[src/rtl/dbg_pkg.sv]
// Shared types and constants for the core debug controller.
package dbg_pkg;

   typedef enum logic [1:0] {
      S_RUN,
      S_DRAIN,
      S_HALTED,
      S_RESUME
   } dbg_state_e;

   // dcsr.cause encodings
   localparam logic [2:0] CAUSE_NONE    = 3'd0;
   localparam logic [2:0] CAUSE_EBREAK  = 3'd1;
   localparam logic [2:0] CAUSE_TRIGGER = 3'd2;
   localparam logic [2:0] CAUSE_HALTREQ = 3'd3;
   localparam logic [2:0] CAUSE_STEP    = 3'd4;

   localparam logic [3:0] XDEBUGVER = 4'd4;
   localparam logic [1:0] PRV_M     = 2'b11;

   // dcsr bit positions
   localparam int unsigned DCSR_XDEBUGVER_LSB = 28;
   localparam int unsigned DCSR_EBREAKM       = 15;
   localparam int unsigned DCSR_CAUSE_LSB     = 6;
   localparam int unsigned DCSR_STEP          = 2;
   localparam int unsigned DCSR_PRV_LSB       = 0;

   typedef struct packed {
      logic debug;
      logic halt_core;
      logic halted;
      logic running;
      logic redirect;
   } dbg_flags_t;

   // Status outputs implied by being in a given state
   function automatic dbg_flags_t state_flags(input dbg_state_e s);
      dbg_flags_t f;
      f = '0;
      case (s)
         S_RUN:    f.running = 1'b1;
         S_DRAIN:  begin f.debug = 1'b1; f.halt_core = 1'b1; end
         S_HALTED: begin f.debug = 1'b1; f.halt_core = 1'b1; f.halted = 1'b1; end
         S_RESUME: begin f.debug = 1'b1; f.redirect = 1'b1; end
         default:  f = '0;
      endcase
      return f;
   endfunction

   function automatic logic [31:0] pack_dcsr(input logic ebreakm, input logic [2:0] cause,
                                             input logic step);
      logic [31:0] d;
      d = '0;
      d[DCSR_XDEBUGVER_LSB +: 4] = XDEBUGVER;
      d[DCSR_EBREAKM]            = ebreakm;
      d[DCSR_CAUSE_LSB +: 3]     = cause;
      d[DCSR_STEP]               = step;
      d[DCSR_PRV_LSB +: 2]       = PRV_M;
      return d;
   endfunction

endpackage

[src/rtl/dbg_cause_pri.sv]
// Halt-cause priority encoder: picks the dcsr.cause code and whether dpc
// captures the current pc (before-execution causes) or next_pc.
module dbg_cause_pri
   import dbg_pkg::*;
(
   input  logic       trigger,
   input  logic       ebreak,
   input  logic       ebreakm,
   input  logic       haltreq,
   input  logic       step_fire,
   output logic [2:0] cause,
   output logic       sel_pc,
   output logic       any
);

   // Fixed priority: trigger, enabled ebreak, haltreq, step
   always_comb begin
      cause  = CAUSE_NONE;
      sel_pc = 1'b0;
      if (trigger) begin
         cause  = CAUSE_TRIGGER;
         sel_pc = 1'b1;
      end else if (ebreak && ebreakm) begin
         cause  = CAUSE_EBREAK;
         sel_pc = 1'b1;
      end else if (haltreq) begin
         cause = CAUSE_HALTREQ;
      end else if (step_fire) begin
         cause = CAUSE_STEP;
      end
   end

   assign any = (cause != CAUSE_NONE);

endmodule

[src/rtl/debug_ctrl.sv]
// Core-side debug mode controller: halt entry, pipeline drain, halted CSR
// access and single-cycle resume redirect.
module debug_ctrl
   import dbg_pkg::*;
(
   input  logic        clk,
   input  logic        rst_n,
   input  logic        trigger_hit,
   input  logic        ebreak,
   input  logic        haltreq,
   input  logic        resumereq,
   input  logic        retire,
   input  logic [31:0] pc,
   input  logic [31:0] next_pc,
   input  logic        core_idle,
   input  logic [31:0] dcsr_in,
   input  logic [31:0] dpc_in,
   input  logic        dcsr_write,
   input  logic        dpc_write,
   output logic [31:0] dcsr_out,
   output logic [31:0] dpc_out,
   output logic        debug,
   output logic        halt_core,
   output logic        halted,
   output logic        running,
   output logic        resumeack,
   output logic        redirect,
   output logic [31:0] redirect_pc
);

   dbg_state_e  state;
   dbg_flags_t  flags;
   logic [31:1] dpc_q;
   logic [2:0]  cause_q;
   logic        ebreakm_q;
   logic        step_q;
   logic        step_pending;

   logic        trigger_live;
   logic        step_fire;
   logic [2:0]  new_cause;
   logic        sel_pc;
   logic        halt_now;
   logic        unused_bits;

   assign trigger_live = trigger_hit & ~flags.debug;
   assign step_fire    = step_pending & retire;

   dbg_cause_pri u_cause_pri (
      .trigger   (trigger_live),
      .ebreak    (ebreak),
      .ebreakm   (ebreakm_q),
      .haltreq   (haltreq),
      .step_fire (step_fire),
      .cause     (new_cause),
      .sel_pc    (sel_pc),
      .any       (halt_now)
   );

   // Debug FSM with registered status flags and the dcsr/dpc state it owns
   always_ff @(posedge clk) begin
      if (!rst_n) begin
         state        <= S_RUN;
         flags        <= state_flags(S_RUN);
         dpc_q        <= '0;
         cause_q      <= CAUSE_NONE;
         ebreakm_q    <= 1'b0;
         step_q       <= 1'b0;
         step_pending <= 1'b0;
         resumeack    <= 1'b0;
      end else begin
         if (!resumereq)
            resumeack <= 1'b0;
         case (state)
            S_RUN: begin
               if (halt_now) begin
                  state        <= S_DRAIN;
                  flags        <= state_flags(S_DRAIN);
                  cause_q      <= new_cause;
                  dpc_q        <= sel_pc ? pc[31:1] : next_pc[31:1];
                  step_pending <= 1'b0;
               end
            end
            S_DRAIN: begin
               if (core_idle) begin
                  state <= S_HALTED;
                  flags <= state_flags(S_HALTED);
               end
            end
            S_HALTED: begin
               if (dcsr_write) begin
                  ebreakm_q <= dcsr_in[DCSR_EBREAKM];
                  step_q    <= dcsr_in[DCSR_STEP];
               end
               if (dpc_write)
                  dpc_q <= dpc_in[31:1];
               if (resumereq && !haltreq) begin
                  state     <= S_RESUME;
                  flags     <= state_flags(S_RESUME);
                  resumeack <= 1'b1;
               end
            end
            S_RESUME: begin
               state        <= S_RUN;
               flags        <= state_flags(S_RUN);
               step_pending <= step_q;
            end
            default: begin
               state <= S_RUN;
               flags <= state_flags(S_RUN);
            end
         endcase
      end
   end

   assign debug       = flags.debug;
   assign halt_core   = flags.halt_core;
   assign halted      = flags.halted;
   assign running     = flags.running;
   assign redirect    = flags.redirect;
   assign dcsr_out    = pack_dcsr(ebreakm_q, cause_q, step_q);
   assign dpc_out     = {dpc_q, 1'b0};
   assign redirect_pc = dpc_out;

   // Input bits with no storage behind them
   assign unused_bits = ^{dcsr_in[31:16], dcsr_in[14:3], dcsr_in[1:0],
                          dpc_in[0], pc[0], next_pc[0]};

endmodule
[config.mk]
export PLATFORM = sky130hd
export DESIGN_NAME = debug_ctrl
export DESIGN_NICKNAME = d
export VERILOG_FILES = /design/src/rtl/dbg_pkg.sv /design/src/rtl/dbg_cause_pri.sv /design/src/rtl/debug_ctrl.sv
export SDC_FILE = /design/constraint.sdc
export NUM_CORES = 1
export LEC_CHECK = 0
export CORE_MARGIN = 2
export CORE_UTILIZATION = 33
export DETAILED_ROUTE_END_ITERATION = 8
export PLACE_DENSITY = 0.82
export SETUP_SLACK_MARGIN = 0.2
export SLEW_MARGIN = 0
export SYNTH_ARGS = -nofsm -noshare
export SYNTH_HDL_FRONTEND = slang
export SYNTH_HIERARCHICAL = 1
export SYNTH_SLANG_ARGS = --single-unit
[constraint.sdc]
create_clock -name clk -period 2 [get_ports clk]
set_input_delay 0.3 -clock clk [delete_from_list [all_inputs] [get_ports clk]]
set_output_delay 0.3 -clock clk [all_outputs]
set_load 0.03 [all_outputs]
---- Word-level counts from Yosys, hierarchy flattened ----
Index checks and enable logic that the tools add are counted.
operators by class
  reductions and logical operators ........ 12
  mux-type cells .......................... 23
  equality and inequality tests ........... 7
  bitwise gates (word level) .............. 3
operators by type and width
  kind                                                                    number
  31-bit 2-to-1 mux                                                       3
  31-bit case mux with 2 select lines                                     1
  5-bit case mux with 4 select lines                                      1
  5-bit 2-to-1 mux                                                        3
  3-bit 2-to-1 mux                                                        4
  2-bit inequality test (second input constant)                           4
  2-bit case mux with 4 select lines                                      1
  1-bit 2-to-1 mux                                                        6
  2-bit 2-to-1 mux                                                        3
  2-bit AND reduction                                                     3
  3-bit AND reduction                                                     2
  2-bit equality test (second input constant)                             2
  2-bit nonzero test                                                      2
  3-bit nonzero test                                                      1
  1-bit AND                                                               2
  2-bit by 1-bit equality test with 1-bit output (second input constant)  1
  1-bit logical AND                                                       2
  2-bit zero test                                                         1
  1-bit case mux with 2 select lines                                      1
  1-bit zero test                                                         1
  1-bit NOT                                                               1
word-level totals
  input port bits ......................... 138
  logic and storage cells ................. 57
  output and inout bits ................... 102
  register bits after elaboration ......... 45

---- Longest topological paths before layout ----
  depth in word-level cells ............... 8
  depth in mapped cells ................... 8
  depth with buffers taken out ............ 6

---- Modules after synthesis ----
Netlist, hierarchy kept.
by module, submodules not included
  module         instances  cells an instance  area an instance (um^2)
  debug_ctrl     1          316                2830.2
  dbg_cause_pri  1          8                  46.3

---- Worst setup path after synthesis ----
No wires, ideal clock.
  path type ............................... register to register
  from .................................... reg flags (netlist bit debug)
  to ...................................... reg dpc_q[10] (netlist name)
  cell stages (with the launch flop) ...... 8
  path buffers ............................ 1
  data arrival time ....................... 1674 ps
  required time ........................... 1883 ps
  setup slack ............................. 209 ps
  period minus slack after synthesis ...... 1791 ps
  cell sequence ........................... dfxtp_1 > nor2b_1 > nor2_2 > nand3b_1 > nor2b_2 > nor3b_4 > buf_6 > a22o_1
between the ends
  longest elaborated chain between the ends .. 6
  elaborated cells between the ends (all ways) .. 10
  classes of those cells .................. 1 x eq/ne; 5 x mux; 2 x bitwise; 2 x reduce/logical
ends and longest elaborated chain
  what                                    RTL line             RTL
  start, declared                         debug_ctrl.sv:32     dbg_flags_t flags;
  start signal, assigned                  debug_ctrl.sv:64     flags <= state_flags(S_RUN);
  start signal, assigned                  debug_ctrl.sv:78     flags <= state_flags(S_DRAIN);
  start signal, assigned                  debug_ctrl.sv:87     flags <= state_flags(S_HALTED);
  1-bit NOT                               debug_ctrl.sv:46     assign trigger_live = trigger_hit & ~flags.debug;
  1-bit AND                               debug_ctrl.sv:46
  net trigger_live                        debug_ctrl.sv:39     logic trigger_live;
  3-bit 2-to-1 mux                        dbg_cause_pri.sv:20  if (trigger) begin
  3-bit nonzero test                      dbg_cause_pri.sv:33  assign any = (cause != CAUSE_NONE);
  net halt_now                            debug_ctrl.sv:43     logic halt_now;
  2-bit inequality test (no source line)  --
  3-bit AND reduction (no source line)    --
  end signal, assigned                    debug_ctrl.sv:80     dpc_q <= sel_pc ? pc[31:1] : next_pc[31:1];
  end signal, assigned                    debug_ctrl.sv:96     dpc_q <= dpc_in[31:1];
  end, declared                           debug_ctrl.sv:33     logic [31:1] dpc_q;
The timed path passes the listed nets, and every way through them passes these cells. The select of a mux whose other input is x is not followed.
A chain may end at the register's enable or synchronous reset.

---- Worst setup path in the final report ----
  from .................................... reg dpc_q[30] (netlist name)
  to ...................................... out redirect_pc[30]
RTL lines
  what           RTL line          RTL
  end, declared  debug_ctrl.sv:28  output logic [31:0] redirect_pc
No word-level cell between the ends.

==> metrics.md <==
| Metric | Value |
|---|---|
| Max reg flops | `31` |
| Syn Area/Cell | `8.88 um2` |
| Number of I/O port buffers | `177` |
| CP Capture Type | `output port` |
| Yosys warns | `6` |
| Setup violators final | `0` |
| Ant diodes | `0` |
| Top Ports | `240` |
| Fin. max-slew vios | `0` |
| CTS Buf Count | `5` |
| Vias in the first global route | `2655` |
| Total GRT Usage | `0.173` |
| Post-place instance area | `4420 um2` |
| 1st-iter DRT viols | `53` |
| Worst Skew | `0.00856 ns` |
| Worst hold slack | `0.469 ns` |
| Worst reg2reg path depth | `5` |
| Min-delay worst type | `flip-flop to flip-flop` |
| Post-synth EDFFs | `0` |
| DR vias/cell | `4.73` |
| Max incr delay on CP | `0.71 ns` |
| Post-route minimum period | `1.73 ns` |
| Core area | `8590 um2` |
| Gate Count Post-Synth | `324` |
| Final hold vios | `0` |
| DP HPWL | `6500 um` |
| Synth cell types | `31` |
| FP Rows | `34` |
| Clock root cell | `clkbuf_8` |
| Power per standard cell area | `1410 nW/um2` |
| Post-route ant nets | `0` |
| Async set or reset register ratio after synthesis | `0` |
| WL final | `8910 um` |
| Reg with most FFs | `dpc_q` |
| Largest registers | `dpc_q x31, cause_q x3, state x2` |
| WP data arrival | `1.43 ns` |
| Hold-fix buffer count after cts | `0` |
| Share of layout cells above drive strength 1 | `0.0768` |
| RSZ-0062 raised after global routing | `false` |
| First-pass GRT wire length | `13400 um` |
| Post-layout util | `0.539` |
| Critical path buffers and inverters | `1` |
| Worst setup margin | `0.270 ns` |
| Placed Cells | `566` |
| Fin crit share | `0.865` |
| Met1 usage | `0.200` |
| Leak | `0.00184 uW` |
| Postcts setup bufs | `0` |
| Global Route met2 Usage | `0.322` |
| Maximum vdd ir drop | `0.683 mV` |
| Horiz. Die Dim | `97.4 um` |
| Required @ worst endpoint | `1.70 ns` |
| Clock Latency Late Sink | `0.30 ns` |
| Setup crit start kind | `flip-flop` |
| Crit-path leading delay family | `buffers and inverters` |
| DR DRC count | `0` |
| Largest net degree at the start of global routing | `40` |
| H-tree depth | `2` |
| Final estimated routing congestion in global placement | `0.837` |
| CTS clock-pin slew for the worst setup and hold paths | `0.09 ns` |
| Critical path class | `flip-flop to output port` |
| Hold depth | `2` |
| Status | `complete, no violations` |
| Final instance area | `4630 um2` |
| Starting Density | `0.335` |
| Die H | `97.4 um` |
| Crit path depth | `1` |
| Slowest-stage cell, CP | `clkdlybuf4s50_1` |
| Clk sink count | `45` |
| Dpl ws | `-0.160 ns` |
| Initial antenna violation count | `0` |
| Area grow syn2layout | `60.9%` |
| GR peak layer | `met2` |
| CTS max path bufs | `2` |
| Fmax | `578 MHz` |
| GRT met3 Usage | `0.0381` |
| #FFs+latches synth | `45` |
| Final cell count without fillers | `577` |
| Vias | `2728` |
| TritonRoute pass-1 iters | `4` |
| Die ar. | `9480 um2` |
| Congestion Overflow GR | `0` |
| Max_cap viols | `0` |
| Post-Syn Area | `2880 um2` |
| CTS tree | `yes` |
| Seq/Total Area, Yosys | `0.313` |
| Nets | `613` |
| Crit-path cells | `clkdlybuf4s50_1` |
| Post-DR wirelength/cell | `15.4 um` |
| Max FO, Critical Path | `3` |
| Ys flop type | `dfxtp_1` |
## layer usage
metal	vias to the layer above	share of wire
met5	-	0
met4	0	0.018
met3	13	0.058
met2	112	0.51
met1	1287	0.41
li1	1316	-
## logic make-up (layout without fill, tap and decap cells)
logic type	Yosys count	in the layout	synth area share
adder cells (fa/ha/maj)	7	7	0.0304
buffers and inverters	86	202	0.213
flip-flops	45	45	0.313
AO/OA/AOI/OAI	76	78	0.194
AND/OR/NAND/NOR	69	69	0.110
multiplexers	39	39	0.137
other	2	29	0.00261
## cell type report
type | instances | area, um2
multi-input combinational | 222 | 1530
inverter | 4 | 15.0
sequential | 45 | 903
tap | 108 | 135
timing repair buffer | 190 | 1920
fill | 774 | 3970
clock buffer | 6 | 82.6
clock inverter | 2 | 37.5
## layout by cell type, fill, tap and decap left out, drive strengths merged
cell type and count:
clkdlybuf4s50 177, inv 4, nand2 48, a2111o 1
nand3b 1, dfxtp 45, and2 1, bufinv 1
o21a 3, nor3b 1, o211a 1, and3 1
mux2i 39, conb 29, o21ai 32, a21boi 5
nand2b 4, clkbuf 7, ha 7, nand3 5
a32oi 1, a221oi 1, nor2 3, a21oi 2
buf 12, clkinvlp 1, a22o 31, nor2b 5
a21o 1
## path summary, 6_finish.rpt
path | start | endpoint | slack [ns]
hold / removal | cause_q[1]$_SDFFE_PN0P_ | cause_q[1]$_SDFFE_PN0P_ | 0.47
setup / recovery | dpc_q[30]$_SDFFE_PN0P_ | redirect_pc[30] | 0.27
setup reg to reg | state[0]$_SDFFE_PN0P_ | dpc_q[4]$_SDFFE_PN0P_ | 0.27
hold reg to reg | cause_q[1]$_SDFFE_PN0P_ | cause_q[1]$_SDFFE_PN0P_ | 0.47
## cell usage after synthesis, types with 2 or more instances
cell type / number / area share
inv_1: 4 / 0.0052
nand2b_1: 4 / 0.0087
a22o_1: 31 / 0.094
clkbuf_1: 7 / 0.0091
buf_6: 6 / 0.023
nor2_1: 2 / 0.0026
ha_1: 7 / 0.030
buf_2: 6 / 0.010
nor2b_1: 4 / 0.0087
buf_4: 63 / 0.16
nand3_1: 5 / 0.0087
conb_1: 2 / 0.0026
dfxtp_1: 45 / 0.31
mux2i_1: 38 / 0.13
a21oi_1: 2 / 0.0035
nand2_1: 48 / 0.063
o21ai_0: 32 / 0.056
a21boi_1: 5 / 0.013
## where the power goes
part / total, uW / internal, uW / switching (uW)
Sequential: 1520 / 1240 / 289
Combinational: 4270 / 1900 / 2370
Clock: 731 / 407 / 324
## metrics by stage
stage                     setup TNS [ns]  total power [uW]
final                                  0              6530
after CTS                              0              6490
after floorplan                        0              4380
after global routing                   0              6870
after detailed placement           -4.12              5650
after global placement             -3.90              5560
## timing repair
| item | CTS | global route |
|---|---|---|
| resized for setup | 7 | 3 |
| gates cloned | 1 | 2 |
| pin swaps | 0 | 2 |
| endpoints found under the hold margin | 0 | 0 |
| endpoints found under the setup margin | 31 | 19 |
Power figures use the tool's default switching activity.
